`config.mk`:
```
export PLATFORM = sky130hd
export DESIGN_NAME = rate_gen32
export DESIGN_NICKNAME = d
export VERILOG_FILES = /design/src/rtl/rate_gen_pkg.sv /design/src/rtl/rate_div_seq.sv /design/src/rtl/rate_gen32.sv
export SDC_FILE = /design/constraint.sdc
export NUM_CORES = 1
export LEC_CHECK = 0
export ABC_AREA = 1
export BUFFER_PORTS_ARGS = -buffer_cell sky130_fd_sc_hd__buf_2
export CORE_AREA = 2 2 186 115
export CTS_CLUSTER_SIZE = 10
export DETAILED_ROUTE_END_ITERATION = 10
export DIE_AREA = 0 0 188 117
export PLACE_DENSITY = 0.61
export RECOVER_POWER = 100
export SLEW_MARGIN = 20
export SYNTH_ARGS = -nofsm -noshare
export SYNTH_HDL_FRONTEND = slang
export SYNTH_SLANG_ARGS = --single-unit
```
`constraint.sdc`:
```
create_clock -name clkref -period 4.4 [get_ports clkref]
set_input_delay 1.1 -clock clkref [delete_from_list [all_inputs] [get_ports clkref]]
set_output_delay 1.1 -clock clkref [all_outputs]
set_load 0.005 [all_outputs]
```
`src/rtl/rate_gen_pkg.sv`:
```
// Shared definitions for the rate_gen32 phase-accumulator rate generator.
package rate_gen_pkg;

  // Width of the phase accumulator and of the phase increment.
  localparam int ACC_W = 32;

  // Control FSM states.
  typedef enum logic [1:0] {
    IDLE   = 2'd0,
    DIVIDE = 2'd1,
    RUN    = 2'd2
  } state_e;

  // Reference clock rate expressed in 100 Hz units.
  function automatic logic [ACC_W-1:0] ref_100hz(input int unsigned mhz);
    return ACC_W'(mhz * 32'd10000);
  endfunction

endpackage

```
`src/rtl/rate_div_seq.sv`:
```
// Sequential restoring divider: 64-bit dividend / 32-bit divisor -> 32-bit
// quotient in exactly 32 iterations, one per cycle. The first iteration is
// performed on the start edge, and done pulses for one cycle after the last.
// The caller guarantees dividend[63:32] < divisor, so the upper 32 quotient
// bits are zero and only the lower 32 need to be developed.
module rate_div_seq (
  input  logic        clk,
  input  logic        rst_n,
  input  logic        start,
  input  logic [63:0] dividend,
  input  logic [31:0] divisor,
  output logic        done,
  output logic [31:0] quotient
);

  // Partial remainder plus the register that shifts out remaining dividend
  // bits at the top while collecting quotient bits at the bottom.
  typedef struct packed {
    logic [31:0] rem;
    logic [31:0] quo;
  } div_st_t;

  // One restoring step: bring down the next dividend bit, subtract if it fits.
  function automatic div_st_t div_step(input div_st_t s, input logic [31:0] d);
    div_st_t     r;
    logic [32:0] trial;
    logic [32:0] diff;
    logic        qbit;
    trial = {s.rem, s.quo[31]};
    diff  = trial - {1'b0, d};
    qbit  = (trial >= {1'b0, d});
    r.rem = qbit ? diff[31:0] : trial[31:0];
    r.quo = {s.quo[30:0], qbit};
    return r;
  endfunction

  div_st_t     st_q,   st_d;
  logic [31:0] dvs_q,  dvs_d;
  logic [4:0]  cnt_q,  cnt_d;
  logic        run_q,  run_d;
  logic        done_q, done_d;

  // Next-state for the iteration: load+first step on start, then 31 more steps.
  always_comb begin
    // NOTE: every signal gets a default first so no path leaves it unassigned,
    // which would otherwise infer a latch.
    st_d   = st_q;
    dvs_d  = dvs_q;
    cnt_d  = cnt_q;
    run_d  = run_q;
    done_d = 1'b0;
    if (start) begin
      st_d  = div_step(div_st_t'(dividend), divisor);
      dvs_d = divisor;
      cnt_d = 5'd31;
      run_d = 1'b1;
    end else if (run_q) begin
      st_d  = div_step(st_q, dvs_q);
      cnt_d = cnt_q - 5'd1;
      if (cnt_q == 5'd1) begin
        run_d  = 1'b0;
        done_d = 1'b1;
      end
    end
  end

  // Divider state registers; reset aborts any divide in progress.
  always_ff @(posedge clk or negedge rst_n) begin
    // NOTE: every register here is a plain flop (no memory array), so all of
    // them take the asynchronous reset.
    if (!rst_n) begin
      st_q   <= '0;
      dvs_q  <= '0;
      cnt_q  <= '0;
      run_q  <= 1'b0;
      done_q <= 1'b0;
    end else begin
      // NOTE: non-blocking assignments so every flop samples pre-edge values.
      st_q   <= st_d;
      dvs_q  <= dvs_d;
      cnt_q  <= cnt_d;
      run_q  <= run_d;
      done_q <= done_d;
    end
  end

  assign done     = done_q;
  assign quotient = st_q.quo;

endmodule

```
`src/rtl/rate_gen32.sv`:
```
// Programmable rate generator: a 32-bit phase accumulator whose increment is
// computed from a requested rate (100 Hz units) by a sequential divider.
// tick pulses once per output period; sq is the accumulator MSB, registered.
module rate_gen32
  import rate_gen_pkg::*;
#(
  parameter int CLKREF_RATE_IN_MHZ = 100
) (
  input  logic        clkref,
  input  logic        resetn,
  input  logic [31:0] rate_in,
  input  logic        rate_valid,
  output logic        rate_ready,
  output logic        tick,
  output logic        sq,
  output logic        busy,
  output logic        err,
  output logic [31:0] inc
);

  localparam logic [ACC_W-1:0] REF_100HZ = ref_100hz(CLKREF_RATE_IN_MHZ);
  // Rates at or above Nyquist of the reference are rejected.
  localparam logic [ACC_W-1:0] RATE_LIMIT = REF_100HZ >> 1;

  state_e           state_q, state_d;
  logic [ACC_W-1:0] acc_q,   acc_d;
  logic [ACC_W-1:0] inc_q,   inc_d;
  logic             tick_q,  tick_d;
  logic             sq_q,    sq_d;
  logic             busy_q,  busy_d;
  logic             err_q,   err_d;
  logic             rdy_q,   rdy_d;

  logic             xfer;
  logic             rate_ok;
  logic             div_start;
  logic             div_done;
  logic [31:0]      div_quo;

  assign xfer    = rate_valid & rdy_q;
  assign rate_ok = (rate_in < RATE_LIMIT);

  // Increment = floor(rate_in * 2^32 / REF_100HZ); rate_ok keeps the
  // dividend's upper half below the divisor as the divider requires.
  rate_div_seq u_div (
    .clk      (clkref),
    .rst_n    (resetn),
    .start    (div_start),
    .dividend ({rate_in, 32'd0}),
    .divisor  (REF_100HZ),
    .done     (div_done),
    .quotient (div_quo)
  );

  // Control FSM: accept or reject rates, wait for the divider, load inc.
  always_comb begin
    state_d   = state_q;
    inc_d     = inc_q;
    err_d     = err_q;
    div_start = 1'b0;
    case (state_q)
      IDLE, RUN: begin
        if (xfer) begin
          if (rate_ok) begin
            err_d     = 1'b0;
            div_start = 1'b1;
            state_d   = DIVIDE;
          end else begin
            err_d = 1'b1;
          end
        end
      end
      DIVIDE: begin
        if (div_done) begin
          inc_d   = div_quo;
          state_d = (div_quo != '0) ? RUN : IDLE;
        end
      end
      default: state_d = IDLE;
    endcase
  end

  // Datapath: accumulator keeps running with the current inc in every state
  // (inc is zero in IDLE, so it holds there); phase is never cleared.
  always_comb begin
    {tick_d, acc_d} = {1'b0, acc_q} + {1'b0, inc_q};
    sq_d            = acc_q[ACC_W-1];
    busy_d          = (state_d == DIVIDE);
    rdy_d           = (state_d != DIVIDE);
  end

  // State and registered outputs.
  always_ff @(posedge clkref or negedge resetn) begin
    if (!resetn) begin
      state_q <= IDLE;
      acc_q   <= '0;
      inc_q   <= '0;
      tick_q  <= 1'b0;
      sq_q    <= 1'b0;
      busy_q  <= 1'b0;
      err_q   <= 1'b0;
      rdy_q   <= 1'b0;
    end else begin
      state_q <= state_d;
      acc_q   <= acc_d;
      inc_q   <= inc_d;
      tick_q  <= tick_d;
      sq_q    <= sq_d;
      busy_q  <= busy_d;
      err_q   <= err_d;
      rdy_q   <= rdy_d;
    end
  end

  assign rate_ready = rdy_q;
  assign tick       = tick_q;
  assign sq         = sq_q;
  assign busy       = busy_q;
  assign err        = err_q;
  assign inc        = inc_q;

endmodule

```
# Yosys cells after proc, flatten, opt, wreduce, memory -nomap -nowiden
# Cells that the tools add are included.
[classes]
add_sub_neg = 4
magnitude_cmp = 3
eq_ne = 5
mux = 21
bitwise_logic = 1
n_reduce_logical = 6
[op_table]
columns = ["op", "n"]
rows = [
  ["2-to-1 mux 64 bit", 2],
  ["2-to-1 mux 32 bit", 2],
  ["adder 32 x 32 -> 33 bit", 1],
  ["greater-or-equal comparator 33 x 20 -> 1 bit", 1],
  ["greater-or-equal comparator 33 x 20 -> 1 bit (second input constant)", 1],
  ["< comparator 32 x 19 -> 1 bit (second input constant)", 1],
  ["nonzero test 32 bit", 1],
  ["subtractor 32 x 20 -> 32 bit", 1],
  ["subtractor 32 x 20 -> 32 bit (second input constant)", 1],
  ["2-to-1 mux 1 bit", 10],
  ["2-to-1 mux 5 bit", 2],
  ["2-to-1 mux 2 bit", 4],
  ["== test 5 x 1 -> 1 bit (second input constant)", 1],
  ["subtractor 5 x 1 -> 5 bit (second input constant)", 1],
  ["== test 2 x 1 -> 1 bit (second input constant)", 2],
  ["one-hot mux 2 bit (2 select lines)", 1],
  ["AND reduction 2 bit", 2],
  ["== test 2 bit (second input constant)", 1],
  ["zero test 2 bit", 1],
  ["!= test 2 x 1 -> 1 bit (second input constant)", 1],
  ["nonzero test 2 bit", 1],
  ["OR reduction 2 bit", 1],
  ["AND 1 bit", 1],
]
[totals]
register_bits = 143

# Longest topological paths before layout
# Gate-level depths: netlist of the first run.
[logic_depth]
depth_word = 5
ltp_mapped = 16

# Cells and area by module
# From an unflattened synthesis of the first run, not the netlist that was laid out.
[unflattened]
cells_unflattened = 2594
area_unflattened_um2 = 15917.8
[modules_own_cells]
columns = ["module", "n_inst", "cells_each", "area_each_um2", "seq_area_each_um2"]
rows = [
  ["rate_div_seq", 1, 1839, 10905.5, 2577.5],
  ["rate_gen32", 1, 755, 5012.3, 1776.7],
]

# Worst setup path after synthesis of the first run
# No wires, ideal clock.
[synth_timing]
path_kind = "input to register"
start = "input rate_in[25]"
end = "register u_div.st_q (netlist bit u_div.quotient[24])"
t_arrival_ns = 2.343
required_ns = 4.282
slack_ns = 1.939
cell_stages = 10
n_path_buf = 2
cell_sequence = "or2_1 nor3_2 and2_4 nand3_4 nand2_1 buf_4 buf_6 nor2_1 a21oi_1 inv_1"
[synth_between]
elab_chain_len = 5
[synth_lines]
columns = ["element", "line_no", "text"]
rows = [
  ["from (decl)", "rate_gen32.sv:11", "input logic [31:0] rate_in,"],
  ["< comparator 32 x 19 -> 1 bit *", "rate_gen32.sv:41", "assign rate_ok = (rate_in < RATE_LIMIT);"],
  ["2-to-1 mux 1 bit *", "rate_gen32.sv:64", "if (rate_ok) begin"],
  ["2-to-1 mux 1 bit *", "rate_gen32.sv:63", "if (xfer) begin"],
  ["2-to-1 mux 1 bit *", "rate_gen32.sv:61", "case (state_q)"],
  ["2-to-1 mux 64 bit / nonzero test 2 bit (equally long branches)", "n/a", ""],
  ["to (signal assigned)", "rate_div_seq.sv:79", "st_q <= st_d;"],
  ["to (decl)", "rate_div_seq.sv:37", "div_st_t st_q, st_d;"],
]
# Mark *: on every way between the ends. The rest lies on a longest branch, timed or not.
# A chain may end at the register's enable or synchronous reset.

# Final worst setup path of the first run
[layout_timing]
start = "input rate_in[25]"
end = "register u_div.st_q[45] (netlist bit)"
[layout_between]
elab_chain_len = 5
[layout_lines]
columns = ["element", "line_no"]
rows = [
  ["< comparator 32 x 19 -> 1 bit", "rate_gen32.sv:41"],
  ["2-to-1 mux 1 bit", "rate_gen32.sv:64"],
  ["2-to-1 mux 1 bit", "rate_gen32.sv:63"],
  ["2-to-1 mux 1 bit", "rate_gen32.sv:61"],
  ["2-to-1 mux 64 bit / nonzero test 2 bit (equally long branches)", "n/a"],
]
# Several ways; a longest one is shown, not always the timed one.

==> results of run 1 <==
==> logic make-up after synthesis <==
group	Yosys count	synth area share
compound gates	188	0.116
xor+xnor	38	0.0372
fa+ha+maj	44	0.0623
buf+inv	187	0.0862
flops	143	0.400
simple gates	633	0.299
==> area by class of cell <==
cell class | instances | area, sq um | area share
sequential | 143 | 3580 | 0.355
multi-input combinational | 903 | 4550 | 0.451
clock inverter | 12 | 183 | 0.0181
clock buffer | 20 | 447 | 0.0443
tap | 279 | 349 | 0.0346
inverter | 159 | 597 | 0.0592
timing repair buffer | 79 | 384 | 0.0381
==> synthesized netlist by cell type, drive strengths merged <==
library cell	n
nand3b	5
nor4	4
or2	4
o21ai	72
a22oi	1
nand3	74
buf	19
a31oi	2
nand2	322
ha	43
o221ai	2
and2	1
nor2	171
a21o	3
nor3	10
o22ai	1
clkbuf	9
nand4	42
o2111ai	1
fa	1
xor2	32
dfrtp	143
o21bai	3
inv	159
a21boi	4
xnor2	6
o211ai	7
a21oi	92
==> flip-flops by register name, indices dropped and copies added (netlist names), 2 cells and up <==
| signal | flops |
|---|---|
| acc_q | 32 |
| inc | 32 |
| u_div.quotient | 32 |
| u_div.st_q | 32 |
| u_div.cnt_q | 5 |
| state_q | 2 |
==> through the flow <==
| stage | instance area [sq um] | setup slack (ns) | hold WS [ns] | power (W) |
|---|---|---|---|---|
| 2_1_floorplan | 8950 | 1.94 | 0.357 | 0.00139 |
| 3_5_place_dp | 9570 | 1.18 | 0.378 | 0.00145 |
| 4_1_cts | 10200 | 1.33 | 0.391 | 0.00302 |
| 3_3_place_gp | 9570 | 1.21 | 0.376 | 0.00145 |
| 6_report | 10100 | 0.870 | 0.387 | 0.00300 |
| 5_1_grt | 10100 | 0.626 | 0.412 | 0.00310 |
==> where the power goes <==
group / switching [W] / leakage (nW) / total, W / internal, W
Sequential: 0.00000380 / 1.69 / 0.00132 / 0.00132
Combinational: 0.0000686 / 3.19 / 0.0000987 / 0.0000300
Clock: 0.000606 / 0.298 / 0.00158 / 0.000970
Total: 0.000679 / 5.18 / 0.00300 / 0.00232
==> routing by layer <==
metal | GRT usage | vias to the layer above | wire length (um)
li1 | - | 4144 | -
met1 | 0.396 | 3867 | 13700
met2 | 0.284 | 361 | 9140
met3 | 0.0677 | 24 | 2610
met4 | 0.0499 | 0 | 186
met5 | 0 | - | 0
==> path summary, 6_finish.rpt <==
kind / from / to / slack (ns)
setup reg to reg: u_div.dvs_q[6] / u_div.st_q[51] / 1.02
hold / removal: acc_q[31] / sq / 0.39
max in group asynchronous: resetn / acc_q[30] / 1.69
min in group asynchronous: resetn / u_div.st_q[48] / 0.64
hold reg to reg: acc_q[31] / sq / 0.39
setup / recovery: rate_in[25] / u_div.st_q[45] / 0.87
==> results.tsv, run 1 <==
stage	metric	value	unit
critical_path	CP max stage cell	clkbuf_2	
synthesis	flops & latches, synth	143	
critical_path	Buffers & Inverters on Critical Path	3	
drt	drt wl/cell	16.1	um
grt	initial antenna violation count	0	
synthesis	sequential share of the synthesized area	0.400	
clocking	clk_lat worst skew	0.43	ns
sta	Tightest Pin Transition	2.00	ns
pwr	LEAKAGE	5.18	nW
critical_path	CP Data Arrival Time	3.85	ns
sta	count of final setup violators	0	
place	Detail Placement HPWL	19.5	mm
clocking	cts hold-fix bufs	0	
clocking	CTS clk-pin slew, worst paths	0.06	ns
drt	number of remaining DRC errors	0	
layout	most common cell after layout, fill and taps aside	nand2_1	
layout	commonest non-fill, non-tap cells in the layout	321 x nand2_1, 169 x nor2_1, 158 x inv_1	
sta	crit path time final	3.53	ns
sta	final setup TNS	0	ns
critical_path	max incr delay on CP	0.64	ns
critical_path	critical path endpoint category	flip-flop	
critical_path	CP top delay family	simple AND/OR/NAND/NOR gates	
drt	DRT Pass-1 Iters	5	
synthesis	yosys warns	0	
clocking	Max clock buf depth	2	
sta	Setup Skew	0.00843	ns
critical_path	Crit Path Max Fanout	36	
outcome	outcome	finished, violations left	
sta	FMAX	283	MHz
drt	Vias	8396	
drt	Routed Antenna Nets	0	
critical_path	crit path cell chain	buf_2 -> or2_1 -> nor3_1 -> and2_0 -> nand3_1 -> nand2_2 -> buf_4 -> clkbuf_2 -> nand2_1 -> a21oi_1 -> nor2_1	
worst_hold_path	Hold Path Depth	0	
sta	final hold vios	0	
worst_hold_path	Hold WC Path Type	reg -> reg	
synthesis	Synth Cell Area	8950	sq um
clocking	CTS Root Cell	clkbuf_16	
synthesis	Post-Syn Instances	1233	
synthesis	top cell type's share of synthesized area	0.400	
floorplanning	core area	20500	sq um
layout	Syn-to-layout area delta	12.7	%
drt	Avg Vias per Cell	5.26	
sta	Pins Over Slew Limit	96	
grt	largest net degree at the start of global routing	66	
synthesis	syn nets	1312	
grt	Total GRT Usage	0.237	
clocking	TritonCTS buffer count	17	
grt	global route overflow	0	
drt	total routed wirelength	25.6	mm
floorplanning	Initial Utilization	0.437	
pwr	worst-case vdd ir drop	0.299	mV
flow_run	max-cap violation count	2	
sta	Period Utilization, post-route	0.802	
pwr	PwrDens	297	nW/um^2
clocking	TritonCTS clock tree	built	
sta	Slew headroom	-0.335	
layout	filler instances	2089	
drt	drt initial violations	918	
critical_path	CP required	4.72	ns
clocking	H-tree lvl count	4	
sta	RSZ-0062 raised after global routing	false	
critical_path	R2R depth	14	
floorplanning	IO Count	72	
clocking	clk sink count	143	
floorplanning	die area	22000	sq um
place	gpl congestion	0.995	
critical_path	type of the worst setup path	in -> reg	
layout	share of cells above drive strength 1	0.0669	
layout	final net count	1382	
critical_path	crit path launch type	primary input	
layout	final cell count without fillers	1595	
place	IO Port Bufs	71	
critical_path	CP Depth	11	
clocking	setup bufs post-CTS	0	
synthesis	Synth cell types	43	
synthesis	synth top area cells	dfrtp_1 40%, nand2_1 13%, nor2_1 7.1%	
place	DP Cell Count	1563	
floorplanning	Die Y	117	um
grt	number of global-route vias before repair	7069	
grt	first-pass GRT wire length	40.2	mm
outcome	failing checks	capacitance limit, slew limit	
floorplanning	Die Span X	188	um
floorplanning	# rows	41	
layout	diode count	0	
layout	Post-Route Utilization	0.493	
synthesis	Avg Cell Area, Syn	7.26	sq um
synthesis	cell taking the most area after synthesis	dfrtp_1	
clocking	# resized after CTS	0	
(Power assumes the default switching activity.)
==> inputs of run 2 (changes only) <==
ABC_AREA = 0   (was 1)
CORE_AREA = 2 2 173 107   (was 2 2 186 115)
DIE_AREA = 0 0 175 109   (was 0 0 188 117)
PLACE_DENSITY = 0.64   (was 0.61)
clock period = 3.2 ns   (was 4.4 ns; I/O delays follow)
==> run 2 against run 1 <==
Against the previous run:
- critical path type is now reg -> reg
- final cell count down 32%
- sequential share of layout area up 3.9 points
- highest routed layer unchanged
- the flow still finishes with violations (capacitance limit, slew limit)
- flip-flop and latch count unchanged
- utilization up 2.3 points
- routed wire length down 29%
- clock-buffer cell count down 2
- non-clock buffer count up 11
- register-to-register slack worse by 0.91 ns
- die area down 13%
- via count down 28%
- critical endpoint is now u_div.st_q[63]
==> results.tsv, run 2 <==
stage	metric	value	unit	change
pwr	Clk pwr share	0.366		was 0.526
drt	total routed wirelength	18.2	mm	was 25.6 mm
synthesis	Synth cell types	64		was 43
critical_path	CP required	3.49	ns	was 4.72 ns
clocking	TritonCTS buffer count	17		unchanged
place	gpl congestion	0.870		was 0.995
floorplanning	die area	19100	sq um	was 22,000 sq um
place	IO Port Bufs	71		unchanged
critical_path	crit path launch type	flip-flop		was primary input
grt	number of global-route vias before repair	5731		was 7,069
clocking	TritonCTS clock tree	built		unchanged
sta	final worst setup slack	0.113	ns	was 0.870 ns
clocking	# resized after CTS	0		unchanged
drt	drt initial violations	428		was 918
synthesis	Post-synth ARST share	1.00		unchanged
synthesis	syn nets	835		was 1,312
sta	Slew headroom	-0.388		was -0.335
pwr	LEAKAGE	4.18	nW	was 5.18 nW
outcome	outcome	finished, violations left		unchanged
drt	number of remaining DRC errors	0		unchanged
critical_path	max incr delay on CP	0.55	ns	was 0.64 ns
synthesis	top_reg_cell synth	dfrtp_1		unchanged
synthesis	cell taking the most area after synthesis	dfrtp_1		unchanged
synthesis	sequential share of the synthesized area	0.459		was 0.400
sta	Period Utilization, post-route	0.965		
critical_path	most frequent cell on the critical path	or4_4		
synthesis	Synth Cell Area	7800	sq um	was 8950 sq um
layout	share of cells above drive strength 1	0.174		was 0.0669
place	worst slack at placement	0.122	ns	was 1.18 ns
pwr	Cell Int Power	0.00404	W	was 0.00232 W
layout	Syn-to-layout area delta	16.8	%	was 12.7%
clocking	CTS Root Cell	clkbuf_16		unchanged
critical_path	Crit Path Max Fanout	7		was 36
critical_path	CP Data Arrival Time	3.38	ns	was 3.85 ns
layout	fin area	9100	sq um	was 10,100 sq um
grt	global route overflow	0		unchanged
sta	Tightest Pin Transition	2.08	ns	was 2.00 ns
synthesis	Post-synth top cells	143 x dfrtp_1, 84 x nor2_1, 46 x a21oi_1		was 320 x nand2_1, 169 x nor2_1, 158 x inv_1
synthesis	most common cell in the netlist	dfrtp_1		was nand2_1
grt	Total GRT Usage	0.202		was 0.237
synthesis	Post-Syn Instances	757		was 1,233
floorplanning	# rows	38		was 41
pwr	PwrDens	644	nW/um^2	was 297 nW/um^2
critical_path	critical path endpoint category	flip-flop		unchanged
synthesis	flops & latches, synth	143		unchanged
place	Cell Area, Placed	8510	sq um	was 9570 sq um
clocking	CTS clk-pin slew, worst paths	0.07	ns	was 0.06 ns
flow_run	max-cap violation count	2		unchanged
critical_path	CP max stage cell	or4_4		was clkbuf_2
pwr	switching share of total power	0.311		was 0.226
sta	Setup Skew	0.0126	ns	was 0.00843 ns
synthesis	synth top area cells	dfrtp_1 46%, ha_1 6.7%, mux2i_1 5.4%		was dfrtp_1 40%, nand2_1 13%, nor2_1 7.1%
layout	most common cell after layout, fill and taps aside	dfrtp_1		was nand2_1
worst_hold_path	Hold WC Path Type	reg -> reg		unchanged
floorplanning	Die Span X	175	um	was 188 um
sta	final hold vios	0		unchanged
clocking	clk_lat worst skew	0.42	ns	was 0.43 ns
floorplanning	IO Count	72		unchanged
grt	largest net degree at the start of global routing	64		was 66
sta	final setup TNS	0	ns	unchanged
synthesis	Avg Cell Area, Syn	10.3	sq um	was 7.26 sq um
drt	Avg Vias per Cell	5.55		was 5.26
sta	crit path time final	3.09	ns	
clocking	Max clock buf depth	2		unchanged
place	Detail Placement HPWL	13.0	mm	was 19.5 mm
grt	first-pass GRT wire length	30.4	mm	was 40.2 mm
synthesis	yosys warns	0		unchanged
critical_path	type of the worst setup path	reg -> reg		was in -> reg
grt	initial antenna violation count	0		unchanged
clocking	cts hold-fix bufs	0		unchanged
layout	commonest non-fill, non-tap cells in the layout	142 x dfrtp_1, 84 x nor2_1, 47 x buf_2		was 321 x nand2_1, 169 x nor2_1, 158 x inv_1
drt	Routed Antenna Nets	0		unchanged
floorplanning	Die Y	109	um	was 117 um
drt	DRT Pass-1 Iters	5		unchanged
critical_path	crit path cell chain	inv_1 -> ha_1 -> or4_4 -> or4_4 -> or3_4 -> nor3_4 -> buf_4 -> nor4b_1 -> xnor2_1 -> a21oi_1		was buf_2 -> or2_1 -> nor3_1 -> and2_0 -> nand3_1 -> nand2_2 -> buf_4 -> clkbuf_2 -> nand2_1 -> a21oi_1 -> nor2_1
sta	Pins Over Slew Limit	98		was 96
sta	count of final setup violators	0		unchanged
clocking	setup bufs post-CTS	0		unchanged
clocking	clk sink count	143		unchanged
pwr	worst-case vdd ir drop	0.458	mV	was 0.299 mV
pwr	Switch Pwr	0.00182	W	was 0.000679 W
drt	Vias	6038		was 8,396
sta	FMAX	324	MHz	
synthesis	top cell type's share of synthesized area	0.459		was 0.400
layout	Post-Route Utilization	0.516		was 0.493
pwr	Reg power frac	0.406		was 0.441
sta	RSZ-0062 raised after global routing	false		unchanged
floorplanning	core area	17600	sq um	was 20,500 sq um
clocking	H-tree lvl count	4		unchanged
drt	drt wl/cell	16.7	um	was 16.1 um
floorplanning	Initial Utilization	0.442		was 0.437
layout	diode count	0		unchanged
layout	final net count	912		was 1,382
pwr	logic gate share of total power	0.227		was 0.033
outcome	failing checks	capacitance limit, slew limit		unchanged
synthesis	number of synthesized flops with an enable pin	0		unchanged
[run 2: cell types whose count changed in the layout (fill, tap and decap cells not counted), moves of 36 or more]
cell and delta:
mux2i_1 +42, nand2_1 -276, nor2_1 -85, a21oi_1 -46
inv_1 -143, nand4_1 -36, nand3_1 -60
[run 2: metal layers]
metal | wire length, um | global-route usage | part of all wire
met3 | 851 | 0.0338 | 0.047
met2 | 7280 | 0.279 | 0.40
met4 | 117 | 0.0446 | 0.0064
met5 | 0 | 0 | 0
met1 | 9930 | 0.325 | 0.55
[run 2: power by group through the flow]
| stage | sequential [W] | clock [W] | combinational [W] |
|---|---|---|---|
| 6_report | 0.00238 | 0.00215 | 0.00133 |
| 5_1_grt | 0.00242 | 0.00227 | 0.00151 |
| 4_1_cts | 0.00238 | 0.00219 | 0.00134 |
| 3_5_place_dp | 0.00241 | 0 | 0.00133 |
| 3_3_place_gp | 0.00240 | 0 | 0.00131 |
| 2_1_floorplan | 0.00225 | 0 | 0.00112 |
[run 2: cells by family after synthesis]
logic type | after synthesis | synth area share
simple gates | 229 | 0.145
compound gates | 168 | 0.142
flops | 143 | 0.459
mux | 74 | 0.100
xor+xnor | 52 | 0.0584
buf+inv | 48 | 0.0255
fa+ha+maj | 43 | 0.0700
[run 2: final cells by class]
cell class	count	area (sq um)
fill	1647	8530
multi-input combinational	567	4050
sequential	143	3580
timing repair buffer	90	485
clock buffer	18	429
tap	240	300
clock inverter	14	206
inverter	15	56.3
[run 2: through the flow]
step           cells  total power [W]  hold slack [ns]
3_5_place_dp    1054          0.00373            0.371
6_report        1087          0.00586            0.382
2_1_floorplan    757          0.00337            0.357
4_1_cts         1086          0.00590            0.385
5_1_grt         1087          0.00620            0.394
3_3_place_gp    1054          0.00371            0.365
[run 2: critical path: cells and delay by family, from the launching register on]
kind | cells | cell delay [ns]
AOI/OAI and AO/OA | 1 | 0.08
buffers and inverters | 2 | 0.24
and+or+nand+nor | 5 | 1.89
adders and majority gates | 1 | 0.23
xor gates and xnor gates | 1 | 0.17
DFF | 1 | 0.35
[run 2: worst paths after layout]
path                                     start           endpoint  cells after the start  slack, ns
max in group asynchronous               resetn  u_div.quotient[5]                      2       0.72
min in group asynchronous               resetn            inc[30]                      1       0.81
worst max-delay path            u_div.dvs_q[6]     u_div.st_q[63]                     10       0.11
worst min-delay path                 acc_q[31]                 sq                      0       0.38
worst min register to register       acc_q[31]                 sq                      0       0.38
worst max register to register  u_div.dvs_q[6]     u_div.st_q[63]                     10       0.11
==> inputs of run 3 (changes only) <==
CORE_AREA = 2 2 162 100   (was 2 2 173 107)
DIE_AREA = 0 0 164 102   (was 0 0 175 109)
PLACE_DENSITY = 0.72   (was 0.64)
==> run 3 against run 2 <==
Against the previous run:
- the flow still finishes with violations (capacitance limit, slew limit)
- first-iteration DRC count is 33% higher
- critical path depth grew 1
- routed wire length grew 1.7%
- maximum frequency rose by 1.2%
- via count increased by 2.0%
- combinational power about the same
- power fell by 2.1%
- hold slack worse by 0.0046 ns
- global-route usage up 3.4 points
- final cell count shrank 3.7%
- sequential power about the same
- critical path type unchanged
- largest power group unchanged
==> results.tsv, run 3 (synthesis results as in run 2) <==
stage	metric	value	unit	change
outcome	outcome	finished, violations left		unchanged
outcome	failing checks	capacitance limit, slew limit		unchanged
critical_path	Buffers & Inverters on Critical Path	2		unchanged
grt	initial antenna violation count	0		unchanged
drt	total routed wirelength	18.5	mm	was 18.2 mm
layout	FF+latch area	3580	sq um	unchanged
clocking	H-tree lvl count	4		unchanged
pwr	worst-case vdd ir drop	0.394	mV	was 0.458 mV
critical_path	crit path cell chain	inv_1 -> ha_2 -> or4_4 -> or4_4 -> or3_4 -> nor3_4 -> and2_4 -> buf_4 -> or3_1 -> a311oi_2 -> a21o_1		was inv_1 -> ha_1 -> or4_4 -> or4_4 -> or3_4 -> nor3_4 -> buf_4 -> nor4b_1 -> xnor2_1 -> a21oi_1
floorplanning	Die Span X	164	um	was 175 um
floorplanning	core area	15200	sq um	was 17,600 sq um
floorplanning	IO Count	72		unchanged
layout	share of cells above drive strength 1	0.179		was 0.174
critical_path	most frequent cell on the critical path	or4_4		unchanged
sta	final setup TNS	0	ns	unchanged
sta	RSZ-0062 raised after global routing	true		was false
worst_hold_path	Hold WC Path Type	reg -> reg		unchanged
layout	filler instances	1276		was 1,647
layout	Syn-to-layout area delta	15.5	%	was 16.8%
grt	largest net degree at the start of global routing	91		was 64
drt	drt initial violations	569		was 428
grt	first-pass GRT wire length	30.9	mm	was 30.4 mm
layout	Multi-input gate area	4060	sq um	was 4050 sq um
drt	number of remaining DRC errors	0		unchanged
layout	most common cell after layout, fill and taps aside	dfrtp_1		unchanged
critical_path	CP top delay family	simple AND/OR/NAND/NOR gates		unchanged
clocking	TritonCTS clock tree	built		unchanged
critical_path	CP max stage cell	or4_4		unchanged
drt	Avg Vias per Cell	5.88		was 5.55
pwr	PwrDens	638	nW/um^2	was 644 nW/um^2
critical_path	CP Data Arrival Time	3.36	ns	was 3.38 ns
floorplanning	Die Y	102	um	was 109 um
critical_path	max incr delay on CP	0.54	ns	was 0.55 ns
critical_path	Crit Path Max Fanout	9		was 7
place	IO Port Bufs	71		unchanged
clocking	clk sink count	143		unchanged
flow_run	max-cap violation count	1		was 2
critical_path	crit path launch type	flip-flop		unchanged
grt	Total GRT Usage	0.236		was 0.202
critical_path	type of the worst setup path	reg -> reg		unchanged
layout	Post-Route Utilization	0.593		was 0.516
place	gpl congestion	0.914		was 0.870
sta	Period Utilization, post-route	0.953		was 0.965
sta	Tightest Pin Transition	2.02	ns	was 2.08 ns
grt	number of global-route vias before repair	6066		was 5,731
clocking	CTS Root Cell	clkbuf_16		unchanged
grt	global route overflow	0		unchanged
clocking	Max clock buf depth	2		unchanged
sta	Setup Skew	0.0105	ns	was 0.0126 ns
sta	final hold vios	0		unchanged
clocking	clk_lat worst skew	0.42	ns	about the same
sta	final worst setup slack	0.150	ns	was 0.113 ns
clocking	CTS clk-pin slew, worst paths	0.06	ns	was 0.07 ns
sta	crit path time final	3.05	ns	was 3.09 ns
drt	Routed Antenna Nets	0		unchanged
floorplanning	# rows	35		was 38
sta	FMAX	328	MHz	was 324 MHz
layout	commonest non-fill, non-tap cells in the layout	142 x dfrtp_1, 84 x nor2_1, 50 x buf_2		was 142 x dfrtp_1, 84 x nor2_1, 47 x buf_2
drt	Vias	6157		was 6,038
critical_path	CP required	3.51	ns	was 3.49 ns
sta	Pins Over Slew Limit	34		was 98
sta	Slew headroom	-0.347		was -0.388
sta	count of final setup violators	0		unchanged
place	Detail Placement HPWL	12.9	mm	was 13.0 mm
drt	drt wl/cell	17.7	um	was 16.7 um
floorplanning	Initial Utilization	0.513		was 0.442
place	worst slack at placement	0.0987	ns	was 0.122 ns
clocking	cts hold-fix bufs	0		unchanged
floorplanning	die area	16700	sq um	was 19,100 sq um
clocking	TritonCTS buffer count	17		unchanged
critical_path	critical path endpoint category	flip-flop		unchanged
pwr	LEAKAGE	4.15	nW	was 4.18 nW
drt	DRT Pass-1 Iters	5		unchanged
layout	diode count	0		unchanged
layout	final net count	909		was 912
-- run 3: changes by cell type in the layout (fill, tap and decap cells not counted), sizes merged --
cell,delta
buf,+2
bufinv,-2
clkbuf,-5
clkinv,-2
clkinvlp,+4
-- run 3: path summary, 6_finish.rpt --
path	from	endpoint	slack, ns	depth (start not counted)
worst max-delay path	u_div.dvs_q[6]	u_div.st_q[43]	0.15	11
worst min-delay path	acc_q[31]	sq	0.38	0
worst max register to register	u_div.dvs_q[6]	u_div.st_q[43]	0.15	11
worst min register to register	acc_q[31]	sq	0.38	0
max in group asynchronous	resetn	u_div.quotient[21]	1.15	2
min in group asynchronous	resetn	busy	0.45	1
-- run 3: stage by stage --
| stage | hold slack, ns | total power (W) | instance area [sq um] | std cells |
|---|---|---|---|---|
| global route | 0.381 | 0.00604 | 9000 | 1047 |
| finish | 0.377 | 0.00574 | 9000 | 1047 |
| CTS | 0.379 | 0.00574 | 9000 | 1044 |
| detailed placement | 0.365 | 0.00374 | 8420 | 1012 |
| floorplan | 0.357 | 0.00337 | 7800 | 757 |
| global placement | 0.364 | 0.00366 | 8420 | 1012 |
-- run 3: metal layers --
metal,part of all wire,global-route usage
met2,0.44,0.358
met4,0.016,0.0749
met1,0.50,0.350
met5,0,0
met3,0.049,0.0357
-- run 3: area by class of cell --
type / instances / area share
clock inverter: 14 / 0.0175
multi-input combinational: 567 / 0.451
inverter: 15 / 0.00625
clock buffer: 18 / 0.0477
timing repair buffer: 87 / 0.0511
sequential: 143 / 0.398
tap: 203 / 0.0282
-- run 3: power by group --
| group | switching (W) | leakage [nW] | internal (W) |
|---|---|---|---|
| sequential | 0.000341 | 1.69 | 0.00206 |
| combinational | 0.000704 | 2.19 | 0.000654 |
| clock | 0.000827 | 0.272 | 0.00116 |
-- run 3: timing repair --
item	CTS	global route
setup buffers	0	2
setup endpoints to repair	0	20
resized for setup	0	7
